### config.mk
export PLATFORM = sky130hd
export DESIGN_NAME = vram_arbiter_flat
export DESIGN_NICKNAME = d
export VERILOG_FILES = /design/src/rtl/vram_arbiter_if.sv /design/src/rtl/vram_arbiter.sv /design/src/flat_wrapper.sv
export SDC_FILE = /design/constraint.sdc
export NUM_CORES = 1
export LEC_CHECK = 0
export ABC_AREA = 1
export CAP_MARGIN = 10
export CORE_ASPECT_RATIO = 1.75
export CORE_MARGIN = 2
export CORE_UTILIZATION = 54
export CTS_CLUSTER_DIAMETER = 150
export DETAILED_ROUTE_END_ITERATION = 12
export PLACE_DENSITY = 0.85
export SYNTH_ARGS = -nofsm -noshare
export SYNTH_HDL_FRONTEND = slang
export SYNTH_SLANG_ARGS = --single-unit
### constraint.sdc
create_clock -name clk -period 9.9 [get_ports clk]
set_input_delay 2.97 -clock clk [delete_from_list [all_inputs] [get_ports clk]]
set_output_delay 2.97 -clock clk [all_outputs]
set_load 0.01 [all_outputs]
### src/rtl/vram_arbiter_if.sv
// vram_arbiter_if: display, writer and memory-port signals of vram_arbiter.
interface vram_arbiter_if #(
    parameter int AW = 19,
    parameter int DW = 24,
    parameter int DEPTH = 4
);
    logic                        disp_req;
    logic [AW-1:0]               disp_addr;
    logic [DW-1:0]               disp_data;
    logic                        disp_vld;
    logic                        w0_valid;
    logic [AW-1:0]               w0_addr;
    logic [DW-1:0]               w0_data;
    logic                        w0_ready;
    logic                        w1_valid;
    logic [AW-1:0]               w1_addr;
    logic [DW-1:0]               w1_data;
    logic                        w1_ready;
    logic                        mem_en;
    logic                        mem_we;
    logic [AW-1:0]               mem_addr;
    logic [DW-1:0]               mem_wdata;
    logic [DW-1:0]               mem_rdata;
    logic [$clog2(DEPTH):0]      fifo_cnt;

    modport slave (
        input  disp_req, disp_addr, w0_valid, w0_addr, w0_data,
               w1_valid, w1_addr, w1_data, mem_rdata,
        output disp_data, disp_vld, w0_ready, w1_ready,
               mem_en, mem_we, mem_addr, mem_wdata, fifo_cnt
    );
    modport master (
        output disp_req, disp_addr, w0_valid, w0_addr, w0_data,
               w1_valid, w1_addr, w1_data, mem_rdata,
        input  disp_data, disp_vld, w0_ready, w1_ready,
               mem_en, mem_we, mem_addr, mem_wdata, fifo_cnt
    );
endinterface

### src/rtl/vram_arbiter.sv
// vram_arbiter: display-priority VRAM port sharing with a round-robin write FIFO.
// Define VRAM_ARB_STATS_EN to add the wr_commits_o / stall_max_o counters.
module vram_arbiter #(
    parameter int AW = 19,
    parameter int DW = 24,
    parameter int DEPTH = 4
) (
    input  logic clk,
    input  logic rst,
    vram_arbiter_if.slave bus
`ifdef VRAM_ARB_STATS_EN
    ,
    output logic [15:0] wr_commits_o,
    output logic [15:0] stall_max_o
`endif
);
    localparam int PW = $clog2(DEPTH);
    localparam int CW = PW + 1;

    logic [AW-1:0] addr_q [DEPTH];
    logic [DW-1:0] data_q [DEPTH];
    logic [PW-1:0] rd_q, wr_q;
    logic [CW-1:0] cnt_q, cnt_d;
    logic          rr_q, rr_d, vld_q;
    logic [DW-1:0] hold_q;
    logic          space, nonempty, push0, push1, push, pop;

    // Capacity uses the registered count only: a full FIFO never accepts, even while popping.
    always_comb begin
        space = cnt_q < CW'(DEPTH);
        nonempty = cnt_q != '0;
        bus.w0_ready = !rst && space && (!bus.w1_valid || !rr_q);
        bus.w1_ready = !rst && space && (!bus.w0_valid || rr_q);
        push0 = bus.w0_valid && bus.w0_ready;
        push1 = bus.w1_valid && bus.w1_ready;
        push = push0 || push1;
        pop = !rst && !bus.disp_req && nonempty;
        bus.mem_en = !rst && (bus.disp_req || nonempty);
        bus.mem_we = pop;
        bus.mem_addr = bus.disp_req ? bus.disp_addr : addr_q[rd_q];
        bus.mem_wdata = data_q[rd_q];
        bus.disp_vld = vld_q;
        bus.disp_data = vld_q ? bus.mem_rdata : hold_q;
        bus.fifo_cnt = cnt_q;
        cnt_d = cnt_q + CW'(push) - CW'(pop);
        rr_d = push0 ? 1'b1 : push1 ? 1'b0 : rr_q;
    end

    always_ff @(posedge clk) begin
        if (rst) begin
            rd_q <= '0;
            wr_q <= '0;
            cnt_q <= '0;
            rr_q <= 1'b0;
            vld_q <= 1'b0;
            hold_q <= '0;
        end else begin
            rd_q <= rd_q + PW'(pop);
            wr_q <= wr_q + PW'(push);
            cnt_q <= cnt_d;
            rr_q <= rr_d;
            vld_q <= bus.disp_req;
            hold_q <= bus.disp_data;
        end
    end

    always_ff @(posedge clk) begin
        if (push) begin
            addr_q[wr_q] <= push0 ? bus.w0_addr : bus.w1_addr;
            data_q[wr_q] <= push0 ? bus.w0_data : bus.w1_data;
        end
    end

`ifdef VRAM_ARB_STATS_EN
    logic [15:0] commits_q, run_q, run_d, max_q;

    always_comb run_d = (bus.disp_req && nonempty) ? run_q + 16'(run_q != 16'hFFFF) : '0;

    always_ff @(posedge clk) begin
        if (rst) begin
            commits_q <= '0;
            run_q <= '0;
            max_q <= '0;
        end else begin
            commits_q <= commits_q + 16'(pop);
            run_q <= run_d;
            max_q <= (run_d > max_q) ? run_d : max_q;
        end
    end

    assign wr_commits_o = commits_q;
    assign stall_max_o = max_q;
`endif
endmodule
### src/flat_wrapper.sv
// flat-port wrapper written by rule: the top's interface ports become plain ports
module vram_arbiter_flat 
#(
    parameter int AW = 19,
    parameter int DW = 24,
    parameter int DEPTH = 4
)
  (clk, rst, bus_disp_req, bus_disp_addr, bus_w0_valid, bus_w0_addr, bus_w0_data, bus_w1_valid, bus_w1_addr, bus_w1_data, bus_mem_rdata, bus_disp_data, bus_disp_vld, bus_w0_ready, bus_w1_ready, bus_mem_en, bus_mem_we, bus_mem_addr, bus_mem_wdata, bus_fifo_cnt);
  vram_arbiter_if #(.AW(AW), .DW(DW), .DEPTH(DEPTH)) bus_i ();
  input  logic clk;
  input  logic rst;
  input wire logic [$bits(bus_i.disp_req)-1:0] bus_disp_req;
  input wire logic [$bits(bus_i.disp_addr)-1:0] bus_disp_addr;
  input wire logic [$bits(bus_i.w0_valid)-1:0] bus_w0_valid;
  input wire logic [$bits(bus_i.w0_addr)-1:0] bus_w0_addr;
  input wire logic [$bits(bus_i.w0_data)-1:0] bus_w0_data;
  input wire logic [$bits(bus_i.w1_valid)-1:0] bus_w1_valid;
  input wire logic [$bits(bus_i.w1_addr)-1:0] bus_w1_addr;
  input wire logic [$bits(bus_i.w1_data)-1:0] bus_w1_data;
  input wire logic [$bits(bus_i.mem_rdata)-1:0] bus_mem_rdata;
  output wire logic [$bits(bus_i.disp_data)-1:0] bus_disp_data;
  output wire logic [$bits(bus_i.disp_vld)-1:0] bus_disp_vld;
  output wire logic [$bits(bus_i.w0_ready)-1:0] bus_w0_ready;
  output wire logic [$bits(bus_i.w1_ready)-1:0] bus_w1_ready;
  output wire logic [$bits(bus_i.mem_en)-1:0] bus_mem_en;
  output wire logic [$bits(bus_i.mem_we)-1:0] bus_mem_we;
  output wire logic [$bits(bus_i.mem_addr)-1:0] bus_mem_addr;
  output wire logic [$bits(bus_i.mem_wdata)-1:0] bus_mem_wdata;
  output wire logic [$bits(bus_i.fifo_cnt)-1:0] bus_fifo_cnt;
  assign bus_i.disp_req = bus_disp_req;
  assign bus_i.disp_addr = bus_disp_addr;
  assign bus_i.w0_valid = bus_w0_valid;
  assign bus_i.w0_addr = bus_w0_addr;
  assign bus_i.w0_data = bus_w0_data;
  assign bus_i.w1_valid = bus_w1_valid;
  assign bus_i.w1_addr = bus_w1_addr;
  assign bus_i.w1_data = bus_w1_data;
  assign bus_i.mem_rdata = bus_mem_rdata;
  assign bus_disp_data = bus_i.disp_data;
  assign bus_disp_vld = bus_i.disp_vld;
  assign bus_w0_ready = bus_i.w0_ready;
  assign bus_w1_ready = bus_i.w1_ready;
  assign bus_mem_en = bus_i.mem_en;
  assign bus_mem_we = bus_i.mem_we;
  assign bus_mem_addr = bus_i.mem_addr;
  assign bus_mem_wdata = bus_i.mem_wdata;
  assign bus_fifo_cnt = bus_i.fifo_cnt;
  vram_arbiter #(.AW(AW), .DW(DW), .DEPTH(DEPTH)) u_core (.clk(clk), .rst(rst), .bus(bus_i));
endmodule
==> run_results.csv, run 1 <==
group,metric,value,unit
setup_path,path_class,"in -> out",
pwr,seqPwrFrac,47.9,%
yosys,ys_warn_count,0,
clock_network,root_buffer,"clkbuf_16",
clock_network,post-cts-setup-buffers,0,
setup_path,required,6.93,ns
sta,final_hold_viol_count,0,
global_route,overflow,0,
yosys,synth_area,0.00894,mm^2
global_route,antenna_found_initial,0,
placement,hpwl,13000,um
drt,wire_per_inst,15.6,um
clock_network,insertion_delay,0.47,ns
pwr,power_leakage,4.65,nW
hold_path,hold_depth,2,
hold_path,holdCritPathClass,"reg -> reg",
yosys,synth_seq_area_share,65.2,%
die,rows,62,
cells_and_area,nets,1248,
pwr,clkPwrFrac,28.1,%
sta,final.period_utilization,82.0,%
sta,setup_ws,1.79,ns
drt,routed_wl,20500,um
placement,io_buffers,208,
sta,report.final.slew_viol_count,0,
yosys,synth-edff-count,172,
sta,grt_setup_unrepaired,"no",
pwr,power_frac_comb,24.1,%
yosys,netlist_instances,926,
global_route,grt_max_degree,127,
global_route,grt_pass1_vias,6619,
pwr,p_int,1.60,mW
die,initial_core_util,54.9,%
cells_and_area,drive_above_1_share,4.55,%
placement,gp_congestion,0.793,
die,core_area,0.0163,mm^2
yosys,ys_seq_elements,205,
drt,drc,0,
die,die_x,101,um
sta,slew_headroom,22.6,%
status,status,"complete, no violations",
drt,routed.top_layer,"met4",
setup_path,end_kind,"primary output",
placement,post-place-ws,1.72,ns
drt,via_count,6840,
drt,antenna_left,0,
yosys,synth_most_common_cell,"nand2_1",
yosys,synth_cell_types,30,
drt,viasPerCell,5.21,
setup_path,r2r_start,"u_core.bus.fifo_cnt[2]",
clock_network,cts_hold_buf,0,
global_route,groute.usage.overall,23.2,%
pwr,vdd_ir_drop_max,0.170,mV
clock_network,htreeDepth,1,
pwr,pwr_density_cell,192,mW/mm^2
pwr,p_sw,615,uW
clock_network,cts_tree,"built",
setup_path,cp.arrival,5.14,ns
hold_path,min_from,"u_core.hold_q[14]",
yosys,async_reset_ff_share,0,%
clock_network,ctsResizeCount,0,
sta,period_needed,8.11,ns
setup_path,crit_buf_inv,3,
die,ios,209,
drt,m1WireLength,7630,um
setup_path,cp_top_family,"buffers and inverters",
cells_and_area,syn_to_final_growth,29.5,%
sta,fin_setup_tns,0,ns
hold_path,whs_endpoint,"u_core.hold_q[14]",
yosys,yosys.area.top_type,"edfxtp_1",
setup_path,critPathMaxFanout,21,
setup_path,path_cells,"clkdlybuf4s50_1, inv_1, a31oi_1, clkdlybuf4s50_1",
cells_and_area,n_fill_cell,1186,
sta,setup_viol,0,
drt,route.met3.wl,936,um
drt,first_pass_iters,5,
yosys,synth.area.top_cells,"edfxtp_1 58%, nand2_1 13%, dfxtp_1 7.4%, nor2_1 5.6%, o21ai_0 2.8%",
yosys,synthFlopType,"edfxtp_1",
clock_network,clk_pin_slew,0.06,ns
setup_path,r2r_end,"u_core.bus.fifo_cnt[2]",
setup_path,critical_path.max_stage_delay,0.80,ns
clock_network,cts_inserted_buffers,17,
sta,worst_pin_slew,1.16,ns
drt,drt-initial-drc-count,354,
setup_path,cpMaxStageDelayCell,"clkdlybuf4s50_1",
setup_path,rrSetupSlack,7.80,ns
setup_path,rr_worst_depth,12,
drt,routed-wl-met2,11200,um
setup_path,crit_top_cell,"clkdlybuf4s50_1",
yosys,syn-mean-instance-area,9.65,um^2
pwr,p_sw_share,27.7,%
die,die_area,0.0176,mm^2
die,fp.dieH,174,um
sta,max_clock_freq,0.123,GHz
clock_network,clk_path_buf_depth,3,
setup_path,startpoint_type,"input port",
yosys,ys_top_cells_by_count,"318 x nand2_1, 172 x edfxtp_1, 133 x nor2_1, 52 x inv_1, 50 x o21ai_0",
job,maxCapViolCount,0,
yosys,synth_top_area_share,57.8,%
cells_and_area,n_antenna_cell,0,
sta,fin_worst_skew,0.00525,ns
global_route,grt_pass1_wl,31800,um
clock_network,clock-sinks,205,
yosys,synth_nets,1063,
## tightest hold or removal path: cells and delay by family, from the launching register on
kind,cells,cell delay [ns]
AND/OR/NAND/NOR,1,0.07
flip-flops,1,0.30
AO/OA/AOI/OAI,1,0.06
## cells in the final DEF, fill, tap and decap left out
| master | synthesis | final |
|---|---|---|
| a21oi_1 | 25 | 25 |
| a21oi_2 | 1 | 1 |
| a31oi_1 | 1 | 1 |
| and2_1 | 1 | 1 |
| buf_2 | 19 | 1 |
| buf_4 | 10 | 12 |
| bufinv_16 | 0 | 1 |
| clkbuf_16 | 0 | 17 |
| clkdlybuf4s50_1 | 0 | 207 |
| clkinv_1 | 0 | 4 |
| clkinv_2 | 0 | 4 |
| clkinv_4 | 1 | 2 |
| clkinvlp_4 | 0 | 2 |
| dfxtp_1 | 33 | 31 |
| dfxtp_2 | 0 | 1 |
| dfxtp_4 | 0 | 1 |
| edfxtp_1 | 172 | 172 |
| fa_1 | 1 | 1 |
| ha_1 | 2 | 2 |
| inv_1 | 52 | 52 |
| inv_2 | 2 | 2 |
| nand2_1 | 318 | 318 |
| nand2_2 | 1 | 1 |
| nand2_4 | 1 | 1 |
| nand3_1 | 44 | 44 |
| nand4_1 | 1 | 1 |
| nor2_1 | 133 | 133 |
| nor2_4 | 1 | 1 |
| nor3_2 | 0 | 4 |
| o21a_1 | 1 | 1 |
| o21ai_0 | 50 | 50 |
| o21ai_1 | 1 | 1 |
| o22ai_1 | 24 | 24 |
| xnor2_1 | 1 | 1 |
| xor2_1 | 1 | 1 |
## per-stage QoR
stage               utilization, %  total power, mW  cells  hold WS (ns)  cell area, um^2
floorplan                        -             1.38    926         0.447             8940
global placement              67.9             1.60   1284         0.456            11100
detailed placement            67.9             1.61   1284         0.461            11100
CTS                           71.0             2.23   1313         0.471            11600
global route                  71.0             2.32   1313         0.483            11600
finish                        71.0             2.22   1313         0.470            11600
## power groups by stage
stage / Clock [mW] / Combinational, mW / Sequential (mW)
after CTS: 0.633 / 0.539 / 1.06
after floorplan: 0 / 0.298 / 1.08
final: 0.622 / 0.533 / 1.06
after global placement: 0 / 0.521 / 1.08
after detailed placement: 0 / 0.534 / 1.08
after global routing: 0.664 / 0.589 / 1.07
## cell families (layout without fill, tap and decap cells)
kind of cell	Yosys count	in the layout	synth area share, %
and+or+nand+nor	504	504	22.1
DFF	205	205	65.2
buffers and inverters	109	304	5.82
AOI/OAI and AO/OA	103	103	6.19
adders and majority gates	3	3	0.504
xor gates and xnor gates	2	2	0.196
## registers in the layout (all words and copies together) (netlist names)
| signal | count |
|---|---|
| u_core.bus.fifo_cnt | 3 |
| u_core.addr_q | 76 |
| u_core.bus.disp_vld | 1 |
| u_core.rr_q | 1 |
| u_core.data_q | 96 |
| u_core.wr_q | 2 |
| u_core.hold_q | 24 |
| u_core.rd_q | 2 |
## cell type report
type	instances	area [um^2]	area share, %
Inverter	55	211	1.83
Sequential cell	205	5830	50.4
Multi-Input combinational cell	612	2610	22.6
Clock buffer	17	425	3.68
Clock inverter	12	88.8	0.768
Timing Repair Buffer	220	2170	18.7
Tap cell	192	240	2.08
## how the worst max path moves through the flow
stage                      start             endpoint  slack (ns)  cells past startpoint
global placement    bus_disp_req           bus_mem_en        1.78                      4
finish              bus_disp_req           bus_mem_en        1.79                      4
CTS                 bus_disp_req           bus_mem_en        1.72                      4
detailed placement  bus_disp_req           bus_mem_en        1.72                      4
floorplan                    rst  u_core.addr_q[0][0]        3.10                      4
global route        bus_disp_req      bus_mem_addr[1]        1.63                      5
## routing by layer
metal / vias up / GRT usage [%]
met1: 3175 / 25.9
met3: 45 / 2.29
met4: 0 / 9.91
met2: 206 / 43.7
li1: 3414 / -
met5: - / 0
No activity file was read; power rests on OpenSTA's default activity.
==> run 2: changes to the inputs <==
- CORE_UTILIZATION: 54 -> 50
- PLACE_DENSITY: 0.85 -> 0.8
- clock period: 9.9 -> 7.55 ns (I/O delays scaled with it)
==> run_results.csv, run 2 (same netlist as run 1, synthesis figures left out) <==
group,metric,value,unit
pwr,p_sw,822,uW
status,status,"complete, no violations",
pwr,power_frac_comb,23.4,%
sta,setup_viol,0,
clock_network,htreeDepth,1,
global_route,grt_max_degree,91,
pwr,power_leakage,4.69,nW
setup_path,startpoint_type,"input port",
cells_and_area,nets,1250,
clock_network,root_buffer,"clkbuf_16",
setup_path,r2r_start,"u_core.bus.fifo_cnt[2]",
die,fp.dieH,181,um
sta,hold_ws,0.470,ns
setup_path,required,5.29,ns
sta,final.period_utilization,85.0,%
setup_path,end_kind,"primary output",
hold_path,whs_endpoint,"u_core.hold_q[8]",
drt,antenna_left,0,
sta,grt_setup_unrepaired,"no",
die,ios,209,
clock_network,clk_pin_slew,0.06,ns
cells_and_area,fin_area,0.0117,mm^2
drt,routed_wl,20500,um
pwr,p_int,2.14,mW
pwr,p_total,2.96,mW
die,die_area,0.0190,mm^2
sta,final_hold_viol_count,0,
sta,slew_headroom,40.4,%
setup_path,rr_worst_depth,12,
placement,gp_congestion,0.782,
cells_and_area,largest_reg_flops,96,
clock_network,cts_tree,"built",
cells_and_area,final_cell_mix,"318 x nand2_1, 207 x clkdlybuf4s50_1, 172 x edfxtp_1",
cells_and_area,layout_commonest_cell,"nand2_1",
sta,fin_worst_skew,0.0103,ns
placement,dpl_cell_area,0.0111,mm^2
drt,drt-initial-drc-count,286,
pwr,clkPwrFrac,29.5,%
placement,hpwl,13000,um
sta,max_clock_freq,0.156,GHz
cells_and_area,largestRegisters,"u_core.data_q: 96 flops, u_core.addr_q: 76 flops, u_core.hold_q: 24 flops",
cells_and_area,drive_above_1_share,4.80,%
clock_network,clk_path_buf_depth,3,
hold_path,holdCritPathClass,"reg -> reg",
sta,worst_pin_slew,0.894,ns
clock_network,clock-sinks,205,
setup_path,path_class,"in -> out",
placement,io_buffers,208,
clock_network,cts_hold_buf,0,
global_route,grt_pass1_vias,6751,
sta,period_needed,6.42,ns
drt,wire_per_inst,15.1,um
pwr,vdd_ir_drop_max,0.194,mV
setup_path,path_cells,"clkdlybuf4s50_1, nor2_4, nand2_2, clkinv_4, clkdlybuf4s50_1",
clock_network,cts_inserted_buffers,18,
sta,fin_setup_tns,0,ns
drt,viasPerCell,5.06,
drt,first_pass_iters,5,
setup_path,r2r_end,"u_core.bus.fifo_cnt[2]",
cells_and_area,syn_to_final_growth,30.7,%
setup_path,startpoint,"rst",
drt,drc,0,
job,maxCapViolCount,0,
clock_network,insertion_delay,0.48,ns
clock_network,post-cts-setup-buffers,0,
sta,report.final.slew_viol_count,0,
global_route,overflow,0,
setup_path,critical_path.max_stage_delay,0.66,ns
pwr,pwr_density_cell,253,mW/mm^2
cells_and_area,regMostFlops,"u_core.data_q",
clock_network,ctsResizeCount,0,
global_route,grt_pass1_wl,32900,um
setup_path,cp.arrival,4.16,ns
global_route,antenna_found_initial,0,
die,core_area,0.0175,mm^2
cells_and_area,final_core_util,66.6,%
setup_path,cp_top_family,"buffers and inverters",
hold_path,min_from,"u_core.hold_q[8]",
setup_path,rrSetupSlack,5.51,ns
die,die_x,105,um
setup_path,crit_buf_inv,3,
hold_path,hold_depth,2,
drt,via_count,6862,
cells_and_area,n_antenna_cell,0,
die,initial_core_util,51.0,%
global_route,groute.usage.overall,21.6,%
die,rows,64,
pwr,seqPwrFrac,47.1,%
setup_path,critPathMaxFanout,45,
setup_path,cpMaxStageDelayCell,"clkdlybuf4s50_1",
pwr,p_sw_share,27.8,%
setup_path,crit_top_cell,"clkdlybuf4s50_1",
run 2: cell count changes in the layout (fill, tap and decap cells not counted), sizes merged:
cell | previous run | this run
clkbuf | 17 | 26
clkinvlp | 2 | 0
clkinv | 10 | 7
buf | 13 | 14
bufinv | 1 | 0
run 2: worst max-delay path by stage:
stage	endpoint	cells past startpoint	slack [ns]
finish	bus_w0_ready	5	1.13
global route	bus_w0_ready	5	1.01
CTS	bus_w0_ready	5	1.09
detailed placement	bus_w0_ready	5	1.10
global placement	bus_w0_ready	5	1.12
floorplan	u_core.addr_q[0][0]	4	1.46
run 2: cell type report:
cell class,instances,area (um^2)
Inverter,55,211
Fill cell,1335,5850
Tap cell,231,289
Clock buffer,26,522
Multi-Input combinational cell,612,2610
Sequential cell,205,5830
Clock inverter,6,45.0
Timing Repair Buffer,221,2170
run 2: per-layer routing:
| layer | track usage [%] | vias up | routed length [um] |
|---|---|---|---|
| met5 | 0 | - | 0 |
| met4 | 6.88 | 0 | 541 |
| met3 | 2.85 | 43 | 1010 |
| met2 | 41.2 | 204 | 11100 |
| met1 | 24.6 | 3194 | 7870 |
| li1 | - | 3421 | - |
run 2: through the flow:
step / setup WS (ns) / cells
6_report: 1.13 / 1356
5_1_grt: 1.01 / 1356
4_1_cts: 1.09 / 1356
3_5_place_dp: 1.10 / 1324
3_3_place_gp: 1.12 / 1324
2_1_floorplan: 1.46 / 926
run 2: tightest hold or removal path, delay by kind of cell (launching register included):
family             cells  cell delay, ns
AOI/OAI and AO/OA      1            0.06
DFF                    1            0.30
and+or+nand+nor        1            0.07
run 2: power by group through the flow:
stage	clock, mW	sequential [mW]	combinational [mW]
finish	0.872	1.40	0.693
CTS	0.883	1.40	0.701
global placement	0	1.42	0.685
floorplan	0	1.41	0.391
detailed placement	0	1.42	0.697
global route	0.936	1.40	0.771
==> run 3: changes to the inputs <==
- CTS_CLUSTER_DIAMETER: 150 -> 120
- REMOVE_ABC_BUFFERS: default -> 1
==> run_results.csv, run 3 (same netlist as run 1, synthesis figures left out) <==
group,metric,value,unit
clock_network,post-cts-setup-buffers,0,
global_route,groute.usage.overall,21.6,%
die,rows,64,
die,die_x,105,um
clock_network,cts_hold_buf,0,
drt,via_count,6807,
global_route,overflow,0,
clock_network,clk_path_buf_depth,3,
cells_and_area,final_cell_mix,"318 x nand2_1, 207 x clkdlybuf4s50_1, 172 x edfxtp_1",
die,ios,209,
clock_network,cts_inserted_buffers,18,
setup_path,critical_path.max_stage_delay,0.61,ns
job,maxCapViolCount,0,
setup_path,rr_worst_depth,7,
cells_and_area,regMostFlops,"u_core.data_q",
cells_and_area,largestRegisters,"u_core.data_q: 96 flops, u_core.addr_q: 76 flops, u_core.hold_q: 24 flops",
setup_path,end_kind,"primary output",
cells_and_area,drive_above_1_share,4.80,%
setup_path,path_class,"in -> out",
setup_path,r2r_end,"u_core.addr_q[1][8]",
global_route,grt_pass1_vias,6705,
setup_path,r2r_start,"u_core.bus.fifo_cnt[2]",
clock_network,cts_tree,"built",
setup_path,critPathMaxFanout,21,
cells_and_area,layout_commonest_cell,"nand2_1",
pwr,power_leakage,4.71,nW
hold_path,holdCritPathClass,"reg -> reg",
die,fp.dieH,181,um
clock_network,clock-sinks,205,
cells_and_area,instances_no_fill,1355,
clock_network,htreeDepth,1,
sta,fin_worst_skew,0.00739,ns
drt,viasPerCell,5.02,
global_route,antenna_found_initial,0,
drt,wire_per_inst,15.4,um
drt,routed_wl,20900,um
cells_and_area,n_antenna_cell,0,
sta,report.final.slew_viol_count,0,
setup_path,startpoint,"bus_disp_req",
pwr,p_sw_share,27.1,%
die,initial_core_util,51.0,%
global_route,grt_pass1_wl,32600,um
hold_path,hold_depth,2,
die,core_area,0.0175,mm^2
setup_path,rrSetupSlack,5.34,ns
cells_and_area,syn_to_final_growth,31.3,%
cells_and_area,nets,1250,
pwr,p_int,2.21,mW
pwr,power_frac_comb,22.8,%
sta,slew_headroom,34.6,%
hold_path,whs_endpoint,"u_core.hold_q[13]",
clock_network,root_buffer,"clkbuf_16",
clock_network,ctsResizeCount,0,
pwr,seqPwrFrac,46.4,%
sta,period_needed,6.33,ns
drt,antenna_left,0,
setup_path,required,5.29,ns
drt,drt-initial-drc-count,358,
setup_path,cpMaxStageDelayCell,"inv_1",
setup_path,path_cells,"clkdlybuf4s50_1, inv_1, nand2_1, nand2_1, clkdlybuf4s50_1",
sta,max_clock_freq,0.158,GHz
die,die_area,0.0190,mm^2
sta,final_hold_viol_count,0,
placement,hpwl,13400,um
sta,fin_setup_tns,0,ns
global_route,grt_max_degree,81,
setup_path,cp_top_family,"buffers and inverters",
pwr,clkPwrFrac,30.8,%
pwr,p_sw,821,uW
cells_and_area,largest_reg_flops,96,
sta,worst_pin_slew,0.982,ns
sta,setup_viol,0,
status,status,"complete, no violations",
clock_network,clk_pin_slew,0.06,ns
sta,grt_setup_unrepaired,"no",
setup_path,startpoint_type,"input port",
placement,io_buffers,208,
pwr,vdd_ir_drop_max,0.205,mV
pwr,pwr_density_cell,258,mW/mm^2
sta,final.period_utilization,83.8,%
placement,dp.cells,1324,
setup_path,crit_buf_inv,3,
drt,first_pass_iters,4,
placement,gp_congestion,0.774,
clock_network,insertion_delay,0.47,ns
drt,drc,0,
hold_path,min_from,"u_core.hold_q[13]",
setup_path,cp.arrival,4.06,ns
==> run 3: worst max path at each step <==
stage | slack, ns | to | cells past startpoint
floorplan | 1.58 | u_core.addr_q[0][0] | 3
global placement | 1.22 | bus_mem_addr[17] | 5
detailed placement | 1.19 | bus_mem_addr[5] | 5
CTS | 1.18 | bus_mem_addr[5] | 5
global route | 1.09 | bus_mem_addr[5] | 5
finish | 1.22 | bus_mem_addr[5] | 5
==> run 3: layout make-up <==
class | instances | area [um^2]
clock buffers | 24 | 558
well taps | 231 | 289
repair buffers | 221 | 2170
clock inverters | 7 | 57.6
fillers | 1314 | 5810
inverters | 55 | 211
multi-input cells | 612 | 2610
flip-flops and latches | 205 | 5830
==> run 3: metrics by stage <==
| step | hold slack [ns] | power (mW) | setup WS, ns | area (um^2) | util (%) |
|---|---|---|---|---|---|
| 2_1_floorplan | 0.442 | 1.76 | 1.58 | 8630 | - |
| 3_5_place_dp | 0.460 | 2.13 | 1.19 | 11100 | 63.4 |
| 3_3_place_gp | 0.456 | 2.11 | 1.22 | 11100 | 63.4 |
| 5_1_grt | 0.481 | 3.17 | 1.09 | 11700 | 66.9 |
| 4_1_cts | 0.471 | 3.05 | 1.18 | 11700 | 66.9 |
| 6_report | 0.470 | 3.03 | 1.22 | 11700 | 66.9 |
==> run 3: power groups by stage <==
stage	Sequential (mW)	Clock, mW	Combinational (mW)
finish	1.40	0.933	0.692
global route	1.41	0.988	0.767
CTS	1.40	0.944	0.705
detailed placement	1.43	0	0.698
global placement	1.42	0	0.685
floorplan	1.44	0	0.326
==> run 3: worst register-to-register path, cell delays in order, from the launching register on <==
cell	delay, ns
dfxtp_1	0.39
nor2_4	0.14
nand2_2	0.08
clkinv_4	0.06
buf_4	0.45
nand2_4	0.49
nand2_1	0.21
nand2_1	0.13
==> run 3: routing by layer <==
metal,vias up,track usage [%],part of all wire (%)
met5,-,0,0
met3,31,4.26,6.6
li1,3415,-,-
met2,235,43.0,56
met4,0,6.67,2.0
met1,3126,21.9,36
